===== config.mk =====
export PLATFORM = sky130hd
export DESIGN_NAME = mem_arbiter
export DESIGN_NICKNAME = d
export VERILOG_FILES = /design/src/rtl/mem_arbiter.sv
export SDC_FILE = /design/constraint.sdc
export NUM_CORES = 2
export LEC_CHECK = 0
export ABC_AREA = 1
export CAP_MARGIN = 30
export CORE_AREA = 2 2 393 395
export CTS_BUF_LIST = sky130_fd_sc_hd__clkbuf_2 sky130_fd_sc_hd__clkbuf_4 sky130_fd_sc_hd__clkbuf_8
export DETAILED_ROUTE_END_ITERATION = 16
export DIE_AREA = 0 0 395 397
export GPL_ROUTABILITY_DRIVEN = 0
export MAX_ROUTING_LAYER = met4
export PLACE_DENSITY = 0.51
export SLEW_MARGIN = 5
export SYNTH_ARGS = -nofsm -noshare
export SYNTH_HDL_FRONTEND = slang
export SYNTH_SLANG_ARGS = --single-unit

===== constraint.sdc =====
create_clock -name clk -period 5.8 [get_ports clk]
set_input_delay 1.16 -clock clk [delete_from_list [all_inputs] [get_ports clk]]
set_output_delay 1.16 -clock clk [all_outputs]
set_load 0.005 [all_outputs]

===== src/rtl/mem_arbiter.sv =====
// Two-port (icache/dcache) line-fill and writeback arbiter onto a single 64-bit burst memory port.
// Lines are 256 bits moved as four 64-bit beats; contention alternates between ports.
module mem_arbiter (
  input  logic         clk,
  input  logic         reset,
  input  logic         i_read,
  input  logic [31:0]  i_addr,
  output logic [255:0] i_rdata,
  output logic         i_resp,
  input  logic         d_read,
  input  logic         d_write,
  input  logic [31:0]  d_addr,
  input  logic [255:0] d_wdata,
  output logic [255:0] d_rdata,
  output logic         d_resp,
  output logic         mem_read,
  output logic         mem_write,
  output logic [31:0]  mem_addr,
  output logic [63:0]  mem_wdata,
  input  logic [63:0]  mem_rdata,
  input  logic         mem_resp
);

  typedef enum logic [2:0] {StIdle, StIRd, StDRd, StDWr, StDone} state_e;

  state_e       r_state;
  state_e       w_state_next;
  logic [1:0]   r_cnt;
  logic         r_last_d;
  logic [31:0]  r_addr;
  logic [255:0] r_wdata;
  logic [255:0] r_i_line;
  logic [255:0] r_d_line;

  logic w_i_req;
  logic w_d_req;
  logic w_grant;
  logic w_grant_d;
  logic w_burst;
  logic w_beat;
  logic w_last_beat;

  always_comb begin
    w_i_req     = i_read;
    w_d_req     = d_read | d_write;
    w_grant     = (r_state == StIdle) & (w_i_req | w_d_req);
    // On contention the port that was not served last wins.
    w_grant_d   = w_d_req & (~w_i_req | ~r_last_d);
    w_burst     = (r_state == StIRd) | (r_state == StDRd) | (r_state == StDWr);
    w_beat      = w_burst & mem_resp;
    w_last_beat = w_beat & (r_cnt == 2'd3);
  end

  always_comb begin
    w_state_next = r_state;
    case (r_state)
      StIdle: begin
        if (w_grant) begin
          if (w_grant_d) w_state_next = d_write ? StDWr : StDRd;
          else           w_state_next = StIRd;
        end
      end
      StIRd, StDRd, StDWr: begin
        if (w_last_beat) w_state_next = StDone;
      end
      StDone:  w_state_next = StIdle;
      default: w_state_next = StIdle;
    endcase
  end

  always_ff @(posedge clk) begin
    if (reset) begin
      r_state  <= StIdle;
      r_cnt    <= 2'd0;
      r_last_d <= 1'b0;
      r_addr   <= 32'd0;
      r_wdata  <= 256'd0;
      r_i_line <= 256'd0;
      r_d_line <= 256'd0;
    end else begin
      r_state <= w_state_next;
      if (w_grant) begin
        r_last_d <= w_grant_d;
        r_addr   <= w_grant_d ? {d_addr[31:5], 5'd0} : {i_addr[31:5], 5'd0};
        if (w_grant_d && d_write) r_wdata <= d_wdata;
      end
      if (w_beat) begin
        r_cnt <= r_cnt + 2'd1;
        if (r_state == StIRd) r_i_line[{r_cnt, 6'd0} +: 64] <= mem_rdata;
        if (r_state == StDRd) r_d_line[{r_cnt, 6'd0} +: 64] <= mem_rdata;
      end
    end
  end

  always_comb begin
    mem_read  = (r_state == StIRd) | (r_state == StDRd);
    mem_write = (r_state == StDWr);
    mem_addr  = r_addr;
    mem_wdata = r_wdata[{r_cnt, 6'd0} +: 64];
    i_resp    = (r_state == StDone) & ~r_last_d;
    d_resp    = (r_state == StDone) & r_last_d;
    i_rdata   = r_i_line;
    d_rdata   = r_d_line;
  end

endmodule


==> metrics.md <==
| Metric | Value |
|---|---|
| Crit path max-delay family | buffers and inverters |
| Fin nets | 5862 |
| RR Endpoint | i_rdata[178] |
| Ports | 1002 |
| Starting Density | between 20% and 30% |
| Drt via density | about 4.7 |
| Share of layout cells above drive strength 1 | 6.281% |
| Vias in the first global route | roughly 34000 |
| Iteration count of the initial detailed-routing pass | 6 |
| WP data arrival | approximately 3.7 ns |
| Top-count cell post-synth | nor2_1 |
| Post-Layout Inst Area | around 48000 um2 |
| VDD IR max | slightly below 300 uV |
| DR WL/cell | approximately 23 um |
| Syn avg cell area | 7.207 um2 |
| Largest net degree at the start of global routing | between 150 and 200 |
| EDFF count, synth | 0 |
| DRT iter0 DRCs | 2777 |
| CORE AREA | roughly 150000 um2 |
| Sink Count | 801 |
| Max incr delay on CP | just over 0.6 ns |
| Max Root-Sink Buffers | 3 |
| Post-CTS Hold Buffers | 0 |
| First-pass GRT wire length | between 200000 and 250000 um |
| CP Launch Type | register |
| Root Driver | clkbuf_8 |
| Tcrit/Tclk final | 83.07% |
| Setup TNS | 0 ns |
| Reg-to-reg setup timing slack | slightly above 2 ns |
| Dpl hpwl | 119900 um |
| Cell taking the most area after synthesis | dfxtp_1 |
| GRT Util Overall | between 20 and 25% |
| Final setup vio count | 0 |
| Grt total ovfl | 0 |
| Num CTS Buffers | roughly 150 |
| Crit-path slowest cell | clkdlybuf4s50_1 |
| Post-Route WL | about 170000 um |
| Placed instance count | roughly 7400 |
| Hold Crit Class | register to register |
| Switching portion of total power | about two fifths |
| Area growth, synth to finish | 43.35% |
| Internal power | approximately 11 mW |
| # resized after CTS | 0 |
| Post-Syn Area | 33820 um2 |
| CP cell instances | inv_4, buf_4, o21ai_0, o22ai_1, clkdlybuf4s50_1 |
| Final ANT Viol Nets | 0 |
| Routed vias | 35941 |
| Post-synth ARST share | 0% |
| LEAKAGE | roughly 17 nW |
| Worst r2r src | r_cnt[0] |
| Fin. Hold Viols | 0 |
| CTS clk-pin slew, worst paths | about 0.06 ns |
| Placed inst area | between 40000 and 50000 um2 |
| Critical Path Sink Type | output pin |
| Worst EP required | around 4.6 ns |
| Post-synthesis register bit count | 801 |
| Die Wd | 395 um |
| Post-layout instance count excluding filler cells | between 7000 and 8000 |
| Post-synth top cells | nor2_1 (856), nand2_1 (848), dfxtp_1 (801) |
| Max Cap Viol | 0 |
| Rows | ~140 |
| Top cell type's share of synthesized area | 47.41% |
| Worst clock skew | around 0.061 ns |
| Max Fclk | about 210 MHz |
| CP Class | register to output pin |
| Crit path max fanout | 48 |
| IO Port Bufs | 986 |
| Worst relative slew slack | between 30% and 40% |
| Number of stages on the worst setup path | 5 |
| Crit path buffers/inverters | 3 |
| Final core utilization | around a third |
| Sequential area share after synthesis | a little under half |
| Post-CTS setup buffers | 0 |
| H-tree lvl count | 4 |
| Worst setup path end | mem_wdata[2] |
| Initial antenna violation count | 31 |
| FILL cells | around 17000 |
| Clock Power Share | about a third |
| Critical Path Start | r_cnt[0] |
| Worst Reg-to-Reg Cells | 7 |
| Drc violations | 0 |
| Unrepaired setup endpoints after global routing | no |
| PwrDens | 386.5 nW/um2 |
| Chip Height | between 300 and 400 um |
| Synth Warn # | 0 |
| Largest cells by area after synthesis | dfxtp_1 (47%), nor2_1 (9.5%), nand2_1 (9.4%), a21oi_1 (7.6%), nand3_1 (7.6%) |
| Syn Inst Count | 4693 |
| Status | finished, final reports clean |
| Slew at the pin closest to its max-slew limit | 1.021 ns |
| TritonCTS clock tree | built |
| Post-layout min period | ~4.8 ns |
| Die area | around 160000 um2 |
| Sequential Power Share | 34.9% |
| Count of different cell masters after synthesis | 25 |
| Gate power share | between 30% and 40% |
| Max Slew Vio Count | 0 |
| Clock Latency Late Sink | slightly above 0.9 ns |
| Net Switching | 7.262 mW |
| Top_reg_cell synth | dfxtp_1 |
## state kept, by name, indices dropped and copies added, names as in the netlist
signal    cells
d_rdata     256
i_rdata     256
mem_addr     27
r_cnt         2
r_last_d      1
r_state       3
r_wdata     256
## kinds of logic (layout without fill, tap and decap cells)
group           Yosys count  after routing  share of synthesized area, %
other cells               1             35                       0.01109
buf+inv                 533           1408                         6.821
simple gates           2614           2614                         34.38
flops                   801            801                         47.41
fa+ha+maj                 6              6                        0.2219
compound gates          738            738                         11.16
## worst min path at each step
stage | from | to | cells after the start
after floorplan | r_wdata[64] | r_wdata[64] | 2
after global placement | r_wdata[189] | r_wdata[189] | 2
after detailed placement | i_rdata[35] | i_rdata[35] | 2
after CTS | i_rdata[35] | i_rdata[35] | 2
after global routing | d_rdata[73] | d_rdata[73] | 2
final | r_wdata[124] | r_wdata[124] | 2
## cells in the final DEF, fill, tap and decap left out, types with 50 or more instances in the layout
master	instances
a21oi_1	517
clkbuf_8	181
o22ai_1	64
nand3_1	515
clkbuf_4	50
nor3_1	128
nand2_1	840
nand3b_1	257
o21ai_0	157
nor2_1	856
clkdlybuf4s50_1	984
inv_1	96
dfxtp_1	799
## per-layer routing
metal  vias to the layer above  part of all wire, %  GRT usage (%)
li1                      17067                    -              -
met1                     17223                   41          25.54
met4                         0                  3.3          8.288
met3                       248                  9.5          7.425
met2                      1403                   46          34.32
met5                         -                    0              -
## per-stage QoR
stage | power [mW] | hold slack [ns] | setup slack, ns
after floorplan | 9.946 | 0.4344 | 3.239
after global placement | 12.85 | 0.4431 | 1.611
after detailed placement | 12.89 | 0.4510 | 1.596
after CTS | 19.00 | 0.4602 | 0.7182
after global routing | 19.81 | 0.4759 | 0.7009
final | 18.74 | 0.4586 | 0.9818
## worst min-delay path: stages (launching register included)
cell and delay, ns:
dfxtp_1 0.32, nor2_1 0.04, nor2_1 0.06
## area by class of cell
| class | count | area, um2 | share of cell area, % |
|---|---|---|---|
| antenna | 30 | 75.07 | 0.1548 |
| clock buffer | 231 | 2867 | 5.912 |
| clock inverter | 28 | 350.3 | 0.7226 |
| inverter | 104 | 401.6 | 0.8284 |
| multi-input combinational | 3363 | 15630 | 32.24 |
| sequential | 801 | 16040 | 33.08 |
| tap | 2044 | 2557 | 5.275 |
| timing repair buffer | 1045 | 10560 | 21.79 |
## power groups by stage
stage               logic, mW  registers [mW]  clock network, mW
global route             6.77            6.61               6.43
finish                   6.20            6.54               6.00
detailed placement       6.24            6.65                  0
global placement         6.22            6.63                  0
CTS                      6.27            6.54               6.19
floorplan                3.43            6.52                  0
Power figures use the tool's default switching activity.
